`config.mk`:
```
export PLATFORM = sky130hd
export DESIGN_NAME = time_set_ctrl
export DESIGN_NICKNAME = d
export VERILOG_FILES = /design/src/rtl/time_set_ctrl.sv
export SDC_FILE = /design/constraint.sdc
export NUM_CORES = 1
export LEC_CHECK = 0
export CORE_MARGIN = 1
export CORE_UTILIZATION = 40
export CTS_BUF_LIST = sky130_fd_sc_hd__clkbuf_16
export CTS_CLUSTER_DIAMETER = 40
export DETAILED_ROUTE_END_ITERATION = 10
export DONT_BUFFER_PORTS = 1
export PLACE_DENSITY = 0.63
export SYNTH_ARGS = -nofsm -noshare
export SYNTH_HDL_FRONTEND = slang
export SYNTH_SLANG_ARGS = --single-unit
```
`constraint.sdc`:
```
create_clock -name clk -period 2.44 [get_ports clk]
set_input_delay 0.122 -clock clk [delete_from_list [all_inputs] [get_ports clk]]
set_output_delay 0.122 -clock clk [all_outputs]
set_load 0.005 [all_outputs]
```
`src/rtl/time_set_ctrl.sv`:
```
`default_nettype none
// ============================================================================
// Module   : time_set_ctrl
// Brief    : Debounces the mode/inc/dec buttons and runs the set-time FSM that
//            edits hour/minute and loads them into the counter chain.
//            Optional inc/dec auto-repeat is built when TSET_AUTOREPEAT_EN is defined.
// Revision : 1.0
// ============================================================================
module time_set_ctrl #(
    parameter int unsigned DEBOUNCE_CYCLES   = 1000000,
    parameter int unsigned TIMEOUT_CYCLES    = 1500000000,
    parameter int unsigned BLINK_HALF_CYCLES = 25000000
`ifdef TSET_AUTOREPEAT_EN
    ,
    parameter int unsigned REPEAT_DELAY      = 50000000,
    parameter int unsigned REPEAT_PERIOD     = 10000000
`endif
) (
    input  logic       clk,
    input  logic       rst,
    input  logic       btn_mode,
    input  logic       btn_inc,
    input  logic       btn_dec,
    input  logic [4:0] cur_hour,
    input  logic [5:0] cur_min,
    output logic [4:0] set_hour,
    output logic [5:0] set_min,
    output logic       load,
    output logic       editing,
    output logic [1:0] field_sel,
    output logic       blink
);

    localparam int DB_W = $clog2(DEBOUNCE_CYCLES + 1);
    localparam int TO_W = $clog2(TIMEOUT_CYCLES + 1);
    localparam int BL_W = $clog2(BLINK_HALF_CYCLES + 1);
    localparam logic [DB_W-1:0] DB_LAST = DB_W'(DEBOUNCE_CYCLES - 1);
    localparam logic [TO_W-1:0] TO_LAST = TO_W'(TIMEOUT_CYCLES - 1);
    localparam logic [BL_W-1:0] BL_LAST = BL_W'(BLINK_HALF_CYCLES - 1);

    typedef enum logic [1:0] {
        ST_RUN      = 2'd0,
        ST_SET_HOUR = 2'd1,
        ST_SET_MIN  = 2'd2
    } state_t;

    logic [2:0] btn_raw;
    logic [2:0] btn_press;
    assign btn_raw = {btn_dec, btn_inc, btn_mode};

    for (genvar gi = 0; gi < 3; gi++) begin : g_btn
        logic [1:0]      sync_q;
        logic            level_q;
        logic            press_q;
        logic [DB_W-1:0] cnt_q;

        // press_q rises together with the debounced level, so it lasts one cycle
        always_ff @(posedge clk) begin
            if (rst) begin
                sync_q  <= 2'b00;
                level_q <= 1'b0;
                press_q <= 1'b0;
                cnt_q   <= '0;
            end else begin
                sync_q  <= {sync_q[0], btn_raw[gi]};
                press_q <= 1'b0;
                if (sync_q[1] != level_q) begin
                    if (cnt_q == DB_LAST) begin
                        level_q <= sync_q[1];
                        press_q <= sync_q[1];
                        cnt_q   <= '0;
                    end else begin
                        cnt_q <= cnt_q + 1'b1;
                    end
                end else begin
                    cnt_q <= '0;
                end
            end
        end

        assign btn_press[gi] = press_q;
    end

    state_t          state_q, state_d;
    logic [4:0]      set_hour_q, set_hour_d;
    logic [5:0]      set_min_q, set_min_d;
    logic            load_q, load_d;
    logic [TO_W-1:0] idle_q, idle_d;
    logic            blink_q, blink_d;
    logic [BL_W-1:0] bcnt_q, bcnt_d;

    logic mode_evt, inc_evt, dec_evt, adj_inc, adj_dec, any_evt;
    assign mode_evt = btn_press[0];

`ifdef TSET_AUTOREPEAT_EN
    localparam int RP_MAX = (REPEAT_DELAY > REPEAT_PERIOD) ? REPEAT_DELAY : REPEAT_PERIOD;
    localparam int RP_W   = $clog2(RP_MAX + 1);
    logic [RP_W-1:0] rep_cnt_q;
    logic            rep_first_q, rep_held, rep_fire;

    assign rep_held = (state_q != ST_RUN) && (g_btn[1].level_q ^ g_btn[2].level_q);
    assign rep_fire = rep_held && (rep_cnt_q == (rep_first_q ? RP_W'(REPEAT_DELAY)
                                                               : RP_W'(REPEAT_PERIOD)));

    // Counter stays at 0 until a real press arms it, so a held button never repeats on its own
    always_ff @(posedge clk) begin
        if (rst || !rep_held) begin
            rep_cnt_q   <= '0;
            rep_first_q <= 1'b1;
        end else if (btn_press[1] || btn_press[2]) begin
            rep_cnt_q   <= RP_W'(1);
            rep_first_q <= 1'b1;
        end else if (rep_fire) begin
            rep_cnt_q   <= RP_W'(1);
            rep_first_q <= 1'b0;
        end else if (rep_cnt_q != '0) begin
            rep_cnt_q <= rep_cnt_q + 1'b1;
        end
    end

    assign inc_evt = btn_press[1] | (rep_fire & g_btn[1].level_q);
    assign dec_evt = btn_press[2] | (rep_fire & g_btn[2].level_q);
`else
    assign inc_evt = btn_press[1];
    assign dec_evt = btn_press[2];
`endif

    assign adj_inc = inc_evt & ~dec_evt;
    assign adj_dec = dec_evt & ~inc_evt;
    assign any_evt = mode_evt | inc_evt | dec_evt;

    always_comb begin
        state_d    = state_q;
        set_hour_d = set_hour_q;
        set_min_d  = set_min_q;
        load_d     = 1'b0;
        idle_d     = '0;
        blink_d    = blink_q;
        bcnt_d     = bcnt_q;

        case (state_q)
            ST_RUN: begin
                if (mode_evt) begin
                    state_d    = ST_SET_HOUR;
                    set_hour_d = cur_hour;
                    set_min_d  = cur_min;
                end
            end
            ST_SET_HOUR: begin
                if (mode_evt)
                    state_d = ST_SET_MIN;
                else if (adj_inc)
                    set_hour_d = (set_hour_q == 5'd23) ? 5'd0 : set_hour_q + 5'd1;
                else if (adj_dec)
                    set_hour_d = (set_hour_q == 5'd0) ? 5'd23 : set_hour_q - 5'd1;
            end
            ST_SET_MIN: begin
                if (mode_evt) begin
                    state_d = ST_RUN;
                    load_d  = 1'b1;
                end else if (adj_inc) begin
                    set_min_d = (set_min_q == 6'd59) ? 6'd0 : set_min_q + 6'd1;
                end else if (adj_dec) begin
                    set_min_d = (set_min_q == 6'd0) ? 6'd59 : set_min_q - 6'd1;
                end
            end
            default: state_d = ST_RUN;
        endcase

        // A press in the same cycle as expiry wins and restarts the idle timer
        if (state_q != ST_RUN && !any_evt) begin
            if (idle_q == TO_LAST)
                state_d = ST_RUN;
            else
                idle_d = idle_q + 1'b1;
        end

        if (state_d == ST_RUN) begin
            blink_d = 1'b0;
            bcnt_d  = '0;
        end else if (state_d != state_q) begin
            blink_d = 1'b1;
            bcnt_d  = '0;
        end else if (bcnt_q == BL_LAST) begin
            blink_d = ~blink_q;
            bcnt_d  = '0;
        end else begin
            bcnt_d = bcnt_q + 1'b1;
        end
    end

    always_ff @(posedge clk) begin
        if (rst) begin
            state_q    <= ST_RUN;
            set_hour_q <= 5'd0;
            set_min_q  <= 6'd0;
            load_q     <= 1'b0;
            idle_q     <= '0;
            blink_q    <= 1'b0;
            bcnt_q     <= '0;
        end else begin
            state_q    <= state_d;
            set_hour_q <= set_hour_d;
            set_min_q  <= set_min_d;
            load_q     <= load_d;
            idle_q     <= idle_d;
            blink_q    <= blink_d;
            bcnt_q     <= bcnt_d;
        end
    end

    assign set_hour  = set_hour_q;
    assign set_min   = set_min_q;
    assign load      = load_q;
    assign blink     = blink_q;
    assign editing   = (state_q != ST_RUN);
    assign field_sel = (state_q == ST_SET_HOUR) ? 2'b01 :
                       (state_q == ST_SET_MIN)  ? 2'b10 : 2'b00;

endmodule
`default_nettype wire

```
* After elaboration in Yosys (flattened, before gate mapping)
Cells that the tools add are included. Widths: inputs -> output; s select.
Word-level totals: output and inout bits 16, word-level logic and storage cells 111, memory bits (read-only) 0, bits of input ports 16, flip-flop bits (word level) 143, bits in latches 0, memories kept 0, RAM bits 0
Cells by class: add/subtract/negate cells 9, bitwise logic cells 15, equality and inequality tests 18, $mul 0, shifts and indexed selects 0, magnitude comparators 0, reductions and logical operators 25, div/mod/pow operators 0, mux-type cells 25
Operator list (number):
- $add 20x1->20 const B | 3
- $eq 20x20->1 const B | 3
- $mux 6 | 6
- $add 31x1->31 const B | 1
- $eq 31x31->1 const B | 1
- $mux 5 | 6
- $add 25x1->25 const B | 1
- $eq 25x25->1 const B | 1
- $reduce_or 3->1 | 7
- $mux 2 | 7
- $pmux 6 s2 | 1
- $not 1->1 | 11
- $pmux 5 s2 | 1
- $reduce_and 4->1 | 2
- $reduce_bool 2->1 | 4
- $add 6x1->6 const B | 1
- $eq 6x6->1 const B | 1
- $logic_not 6->1 | 1
- $ne 2x2->1 const B | 3
- $ne 3x3->1 const B | 2
- $pmux 2 s3 | 1
- $reduce_and 2->1 | 3
- $sub 6x1->6 const B | 1
- $add 5x1->5 const B | 1
- 15 further kinds | 23

* Depth between registers and ports, before layout
Gate-level depths: netlist (run 1).
depth in word-level cells 7, gate-level depth with buffers 8, gate-level depth less buffers 7

* Least setup slack after synthesis (run 1)
No wires, ideal clock.
path kind register to register, start point register g_btn[2].press_q (netlist: dec_evt), end point register set_hour_q[2] (netlist: set_hour[2]), arrival 1.637 ns, clock period less this slack 1.754 ns, slack 0.686 ns, stages on the path, launching flop included 8, buffers on the path 0, required time 2.322 ns, library setup time 0.118 ns, cell sequence dfxtp_1 inv_1 ha_1 or3b_1 a21oi_4 a21boi_0 a21o_1 nor2b_1
Between the ends: longest elaborated chain between the ends 5, elaborated cells between the ends (all ways) 8, classes of those cells eq/ne: 1; mux: 3; bitwise: 3; reduce/logical: 1
Ends and longest elaborated chain:
- from (decl) | RTL line 54 | logic press_q;
- from (signal assigned) | RTL line 70 | press_q <= sync_q[1];
- $not 1->1 | RTL line 128 | assign adj_inc = inc_evt & ~dec_evt;
- $and 1x1->1 | RTL line 128
- $mux 5 | RTL line 152 | else if (adj_inc)
- $mux 5 | RTL line 150 | if (mode_evt)
- $pmux 5 s2 | RTL line 141 | case (state_q)
- to (signal assigned) | RTL line 203 | set_hour_q <= set_hour_d;
- to (decl) | RTL line 85 | logic [4:0] set_hour_q, set_hour_d;
Parallel ways exist; a longest one is shown, timed or not. The select of a mux whose other input is x is not followed. A chain may end at the register's enable or synchronous reset.

* Worst setup path after layout (run 1)
Ends and elaborated chain as after synthesis.

==> flow_summary.toml, run 1 <==
[clock_network]
clk_pin_slew_ns = 0.05
cts-root-buf = "clkbuf_16"
cts_tree = "yes"
cts_buffers = 17
clkSinkCount = 143
post_cts_buffers = 0
htreeDepth = 4
cts_buffer_depth = 2
postCtsResizedCells = 0
insertion_delay_ns = 0.42

[worst_setup_path]
worstSetupEndpointType = "register"
critical_path_class = "reg -> reg"
cp.required_ns = 2.71
arrival_ns = 2.18
r2r_cells = 7
crit_fanout = 10
reg2reg_slack_ns = 0.52
rr_startpoint = "dec_evt$_SDFF_PP0_"
startpoint_type = "register"
timing.rr.end = "set_hour[2]$_SDFFE_PP0P_"

[finish]
drive_gt1_frac = 0.0613
final_nets = 830
layout_commonest_cell = "nor2_1"
layout_common_cells = "nor2_1 (159), dfxtp_1 (143), xor2_1 (69)"
area.growth.synth_to_final_pct = 12.1
n_antenna_cell = 0
fillers = 1633
stdcell_area_um2 = 7640

[power]
cellPowerDensity_nw_per_um2 = 609
p_leak_uw = 0.00254
vdd_drop_max_mv = 0.447

[global_routing]
grt_pass1_wl_um = 22900
grt_use_met2 = 0.255
globalRouteTotalUtil = 0.160
grt_pass1_vias = 4944
gr-usage-met1 = 0.201
busiest_layer = "met2"
grt_use_met3 = 0.0544
gr-total-overflow = 0
grt_antenna_before_repair = 0
grt_max_degree = 32

[detailed_routing]
drtIter0Drc = 243
post_drt_via_cell_ratio = 5.06
wl_per_cell_um = 12.4
wl_um = 12900
first_pass_iters = 4
final_antenna_net_count = 0
drc_errors = 0
vias = 5233

[floorplanning]
fp.dieH_um = 133
pin_count = 32
start_util = 0.411
core.rowCount = 47
core_area_um2 = 16600
dieWidth_um = 133
die_area_um2 = 17600

[sta]
slew_headroom = 0.312
fmax_ghz = 0.522
rsz0062_at_grt = "false"
fin_setup_tns_ns = 0
period_needed_ns = 1.92
drv_slew = 0
skew_ns = 0.00859
hold_viol_final = 0
fin_crit_sh = 0.785
worst_slew_pin_slew_ns = 1.03
finalSetupViolations = 0

[place]
dpl_cell_area_um2 = 7010
globalplace.congestion = 0.820
io_buffers = 0
dp_hpwl_um = 8640

[flow_run]
drv_cap = 0

[synthesis]
async_reset_ff_frac = 0
ys_seq_elements = 143
ys_seq_area_frac = 0.420
synth_top_area_cell = "dfxtp_1"
netlist_area_um2 = 6820
synthFlopType = "dfxtp_1"
yosysWarnings = 0
synth_edf_count = 0
synth_nets = 819
syn-instance-count = 792
yosysUniqueCellTypes = 59
avgSynthCellArea_um2 = 8.61
yosys-top-cells-area = "dfxtp_1 (42%), xor2_1 (8.9%), nor2_1 (8.8%), xnor2_1 (5.7%), nand3_1 (4.3%)"
yosys.area.top_type_share = 0.420

[min_path]
hold_path_end = "set_min[0]$_SDFFE_PP0P_"
hold_depth = 3
min_from = "cur_min[0]"
hp-class = "in -> reg"

[outcome]
status = "finished, final reports clean"
==> state kept, by name, indices dropped and copies added (netlist names) <==
signal         cells
g_btn.cnt_q       60
idle_q            31
bcnt_q            25
g_btn.sync_q       6
set_min            6
set_hour           5
g_btn.level_q      3
g_btn.press_q      2
state_q            2
blink              1
dec_evt            1
load               1
==> cells by family after synthesis <==
logic type	after synthesis	share of synthesized area
AOI/OAI and AO/OA	53	0.0534
adders and majority gates	11	0.0202
and+or+nand+nor	413	0.315
buffers and inverters	52	0.0360
DFF	143	0.420
xor gates and xnor gates	113	0.145
muxes	7	0.0106
==> what timing repair did <==
item,CTS,global route
setup endpoints to repair,0,0
hold buffers,12,0
endpoints found under the hold margin,27,0
==> worst max path at each step <==
stage / from / end / cells past startpoint
finish: dec_evt$_SDFF_PP0_ / set_hour[2]$_SDFFE_PP0P_ / 7
global route: bcnt_q[7]$_SDFF_PP0_ / bcnt_q[19]$_SDFF_PP0_ / 5
CTS: idle_q[8]$_SDFF_PP0_ / bcnt_q[2]$_SDFF_PP0_ / 5
detailed placement: idle_q[8]$_SDFF_PP0_ / bcnt_q[9]$_SDFF_PP0_ / 5
global placement: idle_q[8]$_SDFF_PP0_ / bcnt_q[21]$_SDFF_PP0_ / 5
floorplan: dec_evt$_SDFF_PP0_ / set_hour[2]$_SDFFE_PP0P_ / 7
==> cell type report <==
cell class	instances	area, um2	share of cell area
multi-input cells	597	3710	0.485
clock inverters	14	85.1	0.0111
flip-flops and latches	143	2860	0.375
clock buffers	17	425	0.0557
repair buffers	24	210	0.0275
well taps	220	275	0.0360
inverters	20	75.1	0.00982
==> critical path, cell delays in order (launching register included) <==
cell and delay [ns]:
dfxtp_1 0.33, inv_1 0.05, ha_1 0.27, or3b_1 0.42, a21oi_4 0.28, a21boi_0 0.13
a21o_1 0.16, nor2b_1 0.11
==> cells in the mapped netlist (all sizes together), types with 16 or more instances <==
| library cell | count |
|---|---|
| nor3 | 18 |
| nand3 | 60 |
| dfxtp | 143 |
| inv | 20 |
| nand2 | 43 |
| nand4 | 33 |
| a21oi | 16 |
| nor2 | 160 |
| and3 | 25 |
| buf | 20 |
| xnor2 | 44 |
| xor2 | 69 |
==> report_power, final <==
group / total, uW / internal (uW) / switching, uW
sequential: 2350 / 2340 / 3.70
clock: 2260 / 1350 / 907
combinational: 47.5 / 23.6 / 23.9
total: 4650 / 3720 / 935
==> per-layer routing <==
layer  vias to the layer above  share of wire
met5                         -              0
met4                         0          0.014
li1                       2750              -
met2                        49           0.45
met3                        17          0.031
met1                      2417           0.50
==> per-stage QoR <==
| stage | setup slack (ns) | std cells | power (uW) | hold slack (ns) | utilization |
|---|---|---|---|---|---|
| floorplan | 0.686 | 792 | 2420 | 0.250 | - |
| global placement | 0.525 | 992 | 2420 | 0.197 | 0.423 |
| detailed placement | 0.504 | 992 | 2420 | 0.199 | 0.423 |
| CTS | 0.504 | 1035 | 4730 | 0.00187 | 0.461 |
| global route | 0.347 | 1035 | 4830 | 0.0244 | 0.461 |
| finish | 0.524 | 1035 | 4650 | 0.0245 | 0.461 |
(Power assumes the default switching activity.)
==> run 2, diff against run 1 <==
Settings changed: ABC_AREA from default to 1, PLACE_DENSITY 0.63 to 0.65.
Clock period 2.44 ns to 1.65 ns, I/O delays scaled along.
==> flow_summary.toml, run 2 <==
[synthesis]
yosysUniqueCellTypes = 40
yosysWarnings = 0
yosys-top-cells-area = "dfxtp_1 (38%), nand2_1 (11%), nor2_1 (9.0%), inv_1 (7.0%), xor2_1 (4.9%)"
synth_edf_count = 0
synthFlopType = "dfxtp_1"
yosysMostFrequentCell = "nand2_1"
ys_seq_area_frac = 0.385
synth_nets = 1113
async_reset_ff_frac = 0
avgSynthCellArea_um2 = 6.85
yosys.area.top_type_share = 0.385
netlist_area_um2 = 7440
synth_top_area_cell = "dfxtp_1"
synth_commonest_cells = "nand2_1 (227), nor2_1 (178), dfxtp_1 (143)"
syn-instance-count = 1086
ys_seq_elements = 143

[sta]
period_needed_ns = 1.66
skew_ns = 0.00868
layout_setup_ws_ns = -0.0142
timing.hold.ws_ns = 0.0185
fin_crit_sh = 1.01
slew_headroom = 0.578
drv_slew = 0
fmax_ghz = 0.601
rsz0062_at_grt = "true"
hold_viol_final = 0
worst_slew_pin_slew_ns = 0.633
finalSetupViolations = 1

[floorplanning]
pin_count = 32
die_area_um2 = 19200
dieWidth_um = 138
fp.dieH_um = 138
core.rowCount = 49
core_area_um2 = 18100
start_util = 0.412

[place]
placedCellCount = 1348
io_buffers = 0
globalplace.congestion = 0.890
dp_hpwl_um = 12200

[global_routing]
grt_use_met3 = 0.0454
grt_antenna_before_repair = 0
grt_pass1_wl_um = 28700
grt_pass1_vias = 6295
grt_max_degree = 32
gr-usage-met1 = 0.237
gr-total-overflow = 0
busiest_layer = "met2"
globalRouteTotalUtil = 0.183
grt_use_met2 = 0.298

[detailed_routing]
post_drt_via_cell_ratio = 4.94
drtIter0Drc = 506
vias = 6996
wl_per_cell_um = 12.6
final_antenna_net_count = 0
first_pass_iters = 4
wl_um = 17900
drc_errors = 0

[finish]
drive_gt1_frac = 0.180
post-route-util = 0.516
area.growth.synth_to_final_pct = 25.4
largest_reg_flops = 60
layout_common_cells = "nand2_1 (219), nor2_1 (158), inv_1 (134)"
n_antenna_cell = 0
regMostFlops = "g_btn.cnt_q"
layout_commonest_cell = "nand2_1"
final_nets = 1202
top_regs = "g_btn.cnt_q x60, idle_q x31, bcnt_q x25"
fin_cells = 1417

[clock_network]
cts-root-buf = "clkbuf_16"
clk_pin_slew_ns = 0.06
cts_buffers = 17
cts_buffer_depth = 2
clkSinkCount = 143
cts_tree = "yes"
htreeDepth = 4
insertion_delay_ns = 0.43

[worst_setup_path]
crit_fanout = 3
arrival_ns = 2.02
path_cells = "ha_4 -> nand3_4 -> nor3_4 -> nand4_1 -> buf_4 -> or2_0 -> a21oi_1"
slowest_stage = "dfxtp_2"
startpoint_type = "register"
cp.required_ns = 2.01
critical_path_class = "reg -> reg"
worstSetupEndpointType = "register"
max_stage_delay_ns = 0.36

[outcome]
status = "complete, but fails checks"
violations = "setup timing"

[min_path]
hp-class = "in -> reg"

[power]
combPwrFrac = 0.013
sequentialPowerShare = 0.486
cellPowerDensity_nw_per_um2 = 765
p_leak_uw = 0.00324
switching_share = 0.234
pwr-share-clk = 0.501
vdd_drop_max_mv = 0.726
switching_power_uw = 1670
intPower_uw = 5470

[flow_run]
drv_cap = 0
-- run 2: cell types whose count changed after synthesis, moves of 8 or more --
cell / before / now
nor2_1: 159 / 178
and4_1: 9 / 0
or2_2: 0 / 12
nand2_1: 43 / 227
a21oi_1: 15 / 68
nor3_1: 17 / 54
and3_1: 25 / 4
clkbuf_1: 12 / 3
nor2_2: 1 / 9
xnor2_1: 44 / 19
inv_1: 20 / 139
xor2_1: 69 / 42
o21ai_0: 7 / 20
-- run 2: timing repair --
item | CTS | global route
endpoints found under the hold margin | 26 | 0
endpoints found under the setup margin | 25 | 124
resized for setup | 3 | 102
gates cloned | 1 | 4
setup buffers | 0 | 14
pin swaps | 1 | 28
hold buffers | 18 | 0
-- run 2: final timing paths --
check                               startpoint                       endpoint  slack, ns  cells past startpoint
hold / removal                             rst   g_btn[2].cnt_q[0]$_SDFF_PP0_       0.02                      4
setup / recovery  g_btn[0].cnt_q[1]$_SDFF_PP0_  g_btn[0].level_q$_SDFFE_PP0N_      -0.01                      7
setup reg to reg  g_btn[0].cnt_q[1]$_SDFF_PP0_  g_btn[0].level_q$_SDFFE_PP0N_      -0.01                      7
hold reg to reg   g_btn[1].cnt_q[0]$_SDFF_PP0_   g_btn[1].cnt_q[0]$_SDFF_PP0_       0.43                      1
-- run 2: per-stage QoR --
stage          area (um2)  power (uW)  setup TNS (ns)  worst slack, ns
2_1_floorplan        7440        3580               0           0.0635
3_3_place_gp         8040        3590               0           0.0417
3_5_place_dp         8040        3590          -0.388          -0.0306
4_1_cts              8790        7210               0          0.00151
5_1_grt              9330        7390           -3.03          -0.0969
6_report             9330        7140         -0.0142          -0.0142
-- run 2: area by class of cell --
cell class                      instances  area, um2
Fill cell                            1718       8750
Multi-Input combinational cell        786       4320
Sequential cell                       143       2890
Timing Repair Buffer                   83        748
Inverter                              144        543
Clock buffer                           17        425
Tap cell                              229        287
Clock inverter                         15        124
-- run 2: logic make-up (layout without fill, tap and decap cells) --
family | Yosys count | in the layout | synth area share
xor gates and xnor gates | 61 | 61 | 0.0718
buffers and inverters | 160 | 259 | 0.0849
AOI/OAI and AO/OA | 95 | 95 | 0.0657
adders and majority gates | 11 | 11 | 0.0185
and+or+nand+nor | 616 | 619 | 0.375
DFF | 143 | 143 | 0.385
-- run 2: critical path, delay by kind of cell (launching register included) --
kind,cells,cell delay (ns)
simple gates,4,0.74
buf+inv,1,0.22
fa+ha+maj,1,0.15
flops,1,0.36
compound gates,1,0.12
-- run 2: routing by layer --
layer  share of wire  up-vias  wire length, um
met3           0.047       28              843
met4           0.014        0              255
met5               0        -                0
li1                -     3654                -
met1            0.46     3161             8310
met2            0.47      153             8480
-- run 2: power by group through the flow --
stage	clock network, uW	logic [uW]	registers, uW
after floorplan	0	35.8	3540
after global placement	0	47.0	3540
after detailed placement	0	47.1	3540
after CTS	3660	87.0	3470
after global routing	3830	102	3460
final	3580	92.9	3470
